### src/rtl/mult_arbiter.sv
// mult_arbiter: round-robin scheduler sharing one pipelined 16x16 multiplier
// between two requesters. Accepted operand pairs are tagged with the
// requester ID in an in-order tag FIFO, and each returning result is routed to
// the requester that issued it. Provides enable/drain control, an idle flag
// and a sticky error for results that arrive with no outstanding tag.
module mult_arbiter #(
    parameter int unsigned WIDTH    = 32,
    parameter int unsigned TAGDEPTH = 16,
    parameter int unsigned LOGTAG   = 4
) (
    input  logic              clk,
    input  logic              rst,
    input  logic              sched_en,
    input  logic              req0_valid,
    input  logic [15:0]       req0_a,
    input  logic [15:0]       req0_b,
    output logic              req0_ready,
    input  logic              req1_valid,
    input  logic [15:0]       req1_a,
    input  logic [15:0]       req1_b,
    output logic              req1_ready,
    output logic              mul_valid,
    output logic [15:0]       mul_a,
    output logic [15:0]       mul_b,
    input  logic              mul_ready,
    input  logic              res_valid,
    input  logic [WIDTH-1:0]  res_data,
    output logic              rsp0_valid,
    output logic              rsp1_valid,
    output logic [WIDTH-1:0]  rsp_data,
    output logic [LOGTAG:0]   outstanding,
    output logic              idle,
    output logic              err_orphan
);

    typedef enum logic [1:0] {
        S_IDLE,
        S_RUN,
        S_DRAIN
    } state_t;

    state_t              state_q, state_d;
    logic                last_grant_q, last_grant_d;
    logic [LOGTAG:0]     count_q, count_d;
    logic [LOGTAG-1:0]   wr_ptr_q, wr_ptr_d;
    logic [LOGTAG-1:0]   rd_ptr_q, rd_ptr_d;
    logic [TAGDEPTH-1:0] tag_q, tag_d;
    logic                rsp0_valid_q, rsp0_valid_d;
    logic                rsp1_valid_q, rsp1_valid_d;
    logic [WIDTH-1:0]    rsp_data_q, rsp_data_d;
    logic                err_orphan_q, err_orphan_d;

    logic fifo_full;
    logic fifo_empty;
    logic can_issue;
    logic grant;
    logic grant_id;
    logic push;
    logic pop;
    logic head_tag;

    // Issue arbitration: round-robin grant and combinational operand mux
    always_comb begin
        fifo_full  = (count_q == (LOGTAG+1)'(TAGDEPTH));
        fifo_empty = (count_q == '0);
        // A full FIFO may still accept a push when a result pops a tag this cycle.
        can_issue  = (state_q == S_RUN) && mul_ready && (!fifo_full || res_valid);
        grant_id   = (req0_valid && req1_valid) ? ~last_grant_q : req1_valid;
        grant      = can_issue && (req0_valid || req1_valid);
        push       = grant;
        pop        = res_valid && !fifo_empty;
        head_tag   = tag_q[rd_ptr_q];

        req0_ready = grant && !grant_id;
        req1_ready = grant && grant_id;
        mul_valid  = grant;
        mul_a      = '0;
        mul_b      = '0;
        if (grant) begin
            mul_a = grant_id ? req1_a : req0_a;
            mul_b = grant_id ? req1_b : req0_b;
        end
    end

    // Tag FIFO, grant history, response routing and orphan detection
    always_comb begin
        tag_d        = tag_q;
        wr_ptr_d     = wr_ptr_q;
        rd_ptr_d     = rd_ptr_q;
        count_d      = count_q;
        last_grant_d = last_grant_q;

        if (push) begin
            tag_d[wr_ptr_q] = grant_id;
            wr_ptr_d        = wr_ptr_q + 1'b1;
            last_grant_d    = grant_id;
        end
        if (pop) begin
            rd_ptr_d = rd_ptr_q + 1'b1;
        end
        case ({push, pop})
            2'b10:   count_d = count_q + 1'b1;
            2'b01:   count_d = count_q - 1'b1;
            default: count_d = count_q;
        endcase

        rsp0_valid_d = pop && !head_tag;
        rsp1_valid_d = pop && head_tag;
        rsp_data_d   = pop ? res_data : rsp_data_q;
        err_orphan_d = err_orphan_q || (res_valid && fifo_empty);
    end

    // FSM next state: RUN grants, DRAIN waits for outstanding results
    always_comb begin
        state_d = state_q;
        case (state_q)
            S_IDLE: begin
                if (sched_en) state_d = S_RUN;
            end
            S_RUN: begin
                if (!sched_en) begin
                    state_d = (fifo_empty && !push && !pop) ? S_IDLE : S_DRAIN;
                end
            end
            S_DRAIN: begin
                if (sched_en)            state_d = S_RUN;
                else if (count_d == '0)  state_d = S_IDLE;
            end
            default: state_d = S_IDLE;
        endcase
    end

    // FSM state register
    always_ff @(posedge clk or negedge rst) begin
        if (!rst) begin
            state_q <= S_IDLE;
        end else begin
            state_q <= state_d;
        end
    end

    // Datapath registers; requester 0 wins the first tie after reset
    always_ff @(posedge clk or negedge rst) begin
        if (!rst) begin
            last_grant_q <= 1'b1;
            count_q      <= '0;
            wr_ptr_q     <= '0;
            rd_ptr_q     <= '0;
            tag_q        <= '0;
            rsp0_valid_q <= 1'b0;
            rsp1_valid_q <= 1'b0;
            rsp_data_q   <= '0;
            err_orphan_q <= 1'b0;
        end else begin
            last_grant_q <= last_grant_d;
            count_q      <= count_d;
            wr_ptr_q     <= wr_ptr_d;
            rd_ptr_q     <= rd_ptr_d;
            tag_q        <= tag_d;
            rsp0_valid_q <= rsp0_valid_d;
            rsp1_valid_q <= rsp1_valid_d;
            rsp_data_q   <= rsp_data_d;
            err_orphan_q <= err_orphan_d;
        end
    end

    assign rsp0_valid  = rsp0_valid_q;
    assign rsp1_valid  = rsp1_valid_q;
    assign rsp_data    = rsp_data_q;
    assign outstanding = count_q;
    assign idle        = (state_q == S_IDLE);
    assign err_orphan  = err_orphan_q;

endmodule

### config.mk
export PLATFORM = sky130hd
export DESIGN_NAME = mult_arbiter
export DESIGN_NICKNAME = d
export VERILOG_FILES = /design/src/rtl/mult_arbiter.sv
export SDC_FILE = /design/constraint.sdc
export NUM_CORES = 1
export LEC_CHECK = 0
export ABC_AREA = 0
export BUFFER_PORTS_ARGS = -buffer_cell sky130_fd_sc_hd__buf_2
export CORE_UTILIZATION = 49
export CTS_BUF_LIST = sky130_fd_sc_hd__clkbuf_4 sky130_fd_sc_hd__clkbuf_8 sky130_fd_sc_hd__clkbuf_16
export CTS_CLUSTER_SIZE = 30
export DETAILED_ROUTE_END_ITERATION = 6
export GPL_TIMING_DRIVEN = 0
export PLACE_DENSITY = 0.85
export SLEW_MARGIN = 20
export SYNTH_ARGS = -nofsm -noshare
export SYNTH_HDL_FRONTEND = slang
export SYNTH_SLANG_ARGS = --single-unit
### constraint.sdc
create_clock -name clk -period 6.8 [get_ports clk]
set_clock_uncertainty 0.15 [all_clocks]
set_input_delay 1.02 -clock clk [delete_from_list [all_inputs] [get_ports clk]]
set_output_delay 1.02 -clock clk [all_outputs]
set_load 0.05 [all_outputs]
==> summary.txt <==
Power and ir drop
  – Pwr per Cell Area: 388.5 mW/mm^2
  – Logic pwr share: 0.454
  – Flop pwr share: 0.332
  – Sw Share: 0.4336
  – Clock share of power: 0.214
  – Internal: 1.054 mW
  – Peak supply drop: 0.1699 mV
  – Pleak: 2.627 nW
  – Sw power: 0.8074 mW

Finish
  – Layout area overhead: 36.40%
  – Layout cells sized above 1: 0.3723
  – Diode count: 0
  – Util after Layout: 0.6976
  – Layout fillers: 579
  – Final nets: 713

Detailed routing
  – Drt first-iter violations: 147
  – DRT Pass-1 Iters: 4
  – Routed len/inst: 13.26 um
  – Via Count: 3521
  – Vias per inst: 5.009
  – Antenna Nets Post-Route: 0
  – DRC violations left: 0
  – Top sig layer: met4
  – Final WL: 9320 um
  – Wire length on met3: 635 um
  – DRT met1 WL: 3763 um
  – Routed met2 length: 4848 um

STA
  – Tmin final: 4240 ps
  – Final setup fails: 0
  – Fin. max-slew vios: 0
  – Unrepaired setup endpoints after global routing: no
  – Final period util: 0.6235
  – Final Hold Fails: 0
  – FMAX: 235.9 MHz
  – Setup TNS: 0 ps
  – Measured slew at the worst slew-check pin: 599.5 ps
  – Slew HR: 0.5967

Setup path
  – Crit path capture type: flop
  – R2R Path End: state_q[1]$_DFFE_PN0P_
  – Slowest cell delay on critical path: 390 ps
  – Worst setup SP type: input pin
  – Family with the most delay on the worst path: compound AO/OA/AOI/OAI gates
  – CP arrival: 4290 ps
  – Reg-to-Reg Start: outstanding[2]$_DFF_PN0_
  – WP buf/inv: 5
  – CP max FO: 10
  – CP max-delay cell: o311ai_0
  – WS Path Type: input pin to flop
  – FF-to-FF path depth: 15
  – Flop2flop setup slack: 2570 ps
  – CP cell instances: buf_2 -> o21ai_0 -> nor2_1 -> o21ai_1 -> buf_2 -> buf_2 -> ha_1 -> clkbuf_1 -> xor2_1 -> ha_1 -> inv_1 -> a21oi_1 -> o31a_1 -> o311ai_0 -> nand3b_1
  – Most used cell, CP: buf_2
  – Worst endpoint required time: 6850 ps

Global route
  – Initial antenna violation count: 0
  – Total congestion overflow: 0
  – First-pass GRT wire length: 15150 um
  – Vias in the first global route: 3382
  – GRT Total Usage: 0.2587
  – Largest net degree at the start of global routing: 45

Min path
  – Hold Path Class: flop to flop
  – Hold path start: rsp_data[26]$_DFFE_PN0N_
  – Hold path depth: 2
  – WHS Endpoint: rsp_data[26]$_DFFE_PN0N_

Logic synthesis
  – Post-synth EDFFs: 0
  – Asr flop ratio synth: 1.000
  – Main area contributors after synthesis: dfrtp_1, nand2_1, mux2_2
  – Main synth FF type: dfrtp_1
  – Post-synth cell types: 40
  – Synthesized area per cell: 8.528 um^2
  – Area share of the largest cell type after synthesis: 0.4701
  – Post-Syn Instances: 412
  – Syn Nets: 523
  – Post-Syn Area: 0.003513 mm^2
  – Top post-synthesis cells by count: nand2_1, dfrtp_1, a21oi_1, mux2_2, clkbuf_1
  – #FFs+latches synth: 67
  – Area leader, netlist: dfrtp_1
  – Yosys warning total: 0
  – Count leader, synth: nand2_1
  – Register area share after synthesis: 0.4776

Clock tree
  – Clk root buf: clkbuf_8
  – # resized after CTS: 0
  – # hold bufs at CTS: 0
  – Clock slew seen by the registers of the worst setup and hold paths: 70 ps
  – CTS tree: yes
  – Clock sink count: 67
  – Htree depth: 3
  – Num CTS Buffers: 9
  – Longest Clk Path Bufs: 2
  – Clk Latency, worst-skew pair: 340 ps
  – Setup bufs post-CTS: 0

Floorplanning
  – Die area: 0.007513 mm^2
  – I/O pins: 179
  – Core footprint: 0.006869 mm^2
  – Die W: 86.68 um
  – Vert. Die Dim: 86.68 um
  – # rows: 30
  – Initial Util: 0.5115

Outcome
  – Status: finished, final reports clean

Placed design
  – Port Buffer Count: 178
  – Placed wire-length estimate: 7321 um
  – GPL Wtd Cong: 0.9076

Job
  – Max Cap Violations: 0
[state kept, by name, summed over array words and instances (netlist names)]
name and count:
rsp_data 32, tag_q 16, outstanding 5, rd_ptr_q 4, wr_ptr_q 4, state_q 2
err_orphan 1, last_grant_q 1, rsp0_valid 1, rsp1_valid 1
[kinds of logic after synthesis]
kind of cell | share of synthesized area
adders and majority gates | 0.02849
muxes | 0.08654
DFF | 0.4776
AOI/OAI and AO/OA | 0.08618
buffers and inverters | 0.03383
and+or+nand+nor | 0.2575
xor gates and xnor gates | 0.02992
[metrics by stage]
stage | hold WS [ps] | instances | power, mW | cell area [um^2] | worst slack [ps]
4_1_cts | 324.1 | 703 | 1.875 | 4792 | 2575
2_1_floorplan | 303.4 | 412 | 1.246 | 3513 | 2935
6_report | 320.5 | 703 | 1.862 | 4792 | 2560
5_1_grt | 333.6 | 703 | 1.979 | 4792 | 2315
3_3_place_gp | 290.8 | 686 | 1.433 | 4524 | 2369
3_5_place_dp | 301.3 | 687 | 1.471 | 4547 | 2216
[layout by cell type (no fill, tap or decap), types with 2 or more instances in the layout]
master and instances:
xor2_1 3, nor2b_1 2, inv_1 4, o211ai_1 2, dfrtp_1 66, o311ai_0 2, and2_1 2, xnor2_1 9
a21oi_1 34, buf_1 3, a21boi_0 2, clkbuf_1 16, nor3b_1 5, ha_1 8, nand2_1 189, and3b_1 2
clkbuf_8 10, mux2_2 17, o21ai_0 3, clkinv_2 2, nor2_1 8, a21o_1 3, buf_2 182, nand4_1 2
nor3_1 3, nand2b_1 2, mux4_2 5, bufinv_16 3
[power by group through the flow]
stage	registers, mW	logic [mW]	clock network, mW
2_1_floorplan	0.818	0.428	0
5_1_grt	0.636	0.917	0.425
3_5_place_dp	0.624	0.846	0
6_report	0.618	0.845	0.399
3_3_place_gp	0.614	0.820	0
4_1_cts	0.618	0.850	0.407
[worst max-delay path by stage]
stage                             startpoint                     end  slack [ps]  cells after the start
detailed placement                req1_valid  state_q[1]$_DFFE_PN0P_        2220                     15
finish                            req1_valid  state_q[1]$_DFFE_PN0P_        2560                     15
CTS                 outstanding[2]$_DFF_PN0_  state_q[1]$_DFFE_PN0P_        2570                     15
global route                      req1_valid  state_q[1]$_DFFE_PN0P_        2310                     15
global placement                  req1_valid  state_q[1]$_DFFE_PN0P_        2370                     15
floorplan                         req0_valid                mul_a[0]        2930                      7
[routing by layer]
| layer | global-route usage | up-vias |
|---|---|---|
| met5 | 0 | - |
| met4 | 0.08939 | 0 |
| met3 | 0.05810 | 7 |
| met2 | 0.4733 | 149 |
| met1 | 0.2973 | 1638 |
| li1 | - | 1727 |
[area by class of cell]
| cell class | count | area (um^2) | share of cell area |
|---|---|---|---|
| flip-flops and latches | 67 | 1678 | 0.3501 |
| clock inverters | 5 | 100.1 | 0.02089 |
| inverters | 6 | 22.52 | 0.004700 |
| multi-input cells | 315 | 1717 | 0.3582 |
| well taps | 96 | 120.1 | 0.02507 |
| repair buffers | 179 | 913.4 | 0.1906 |
| plain buffers | 24 | 96.34 | 0.02010 |
| clock buffers | 11 | 145.1 | 0.03029 |
[tightest hold or removal path, cell delays in order (launching register included)]
cell and delay (ps):
dfrtp_1 340, nand2_1 50, nand2_1 50
(Power assumes the default switching activity.)
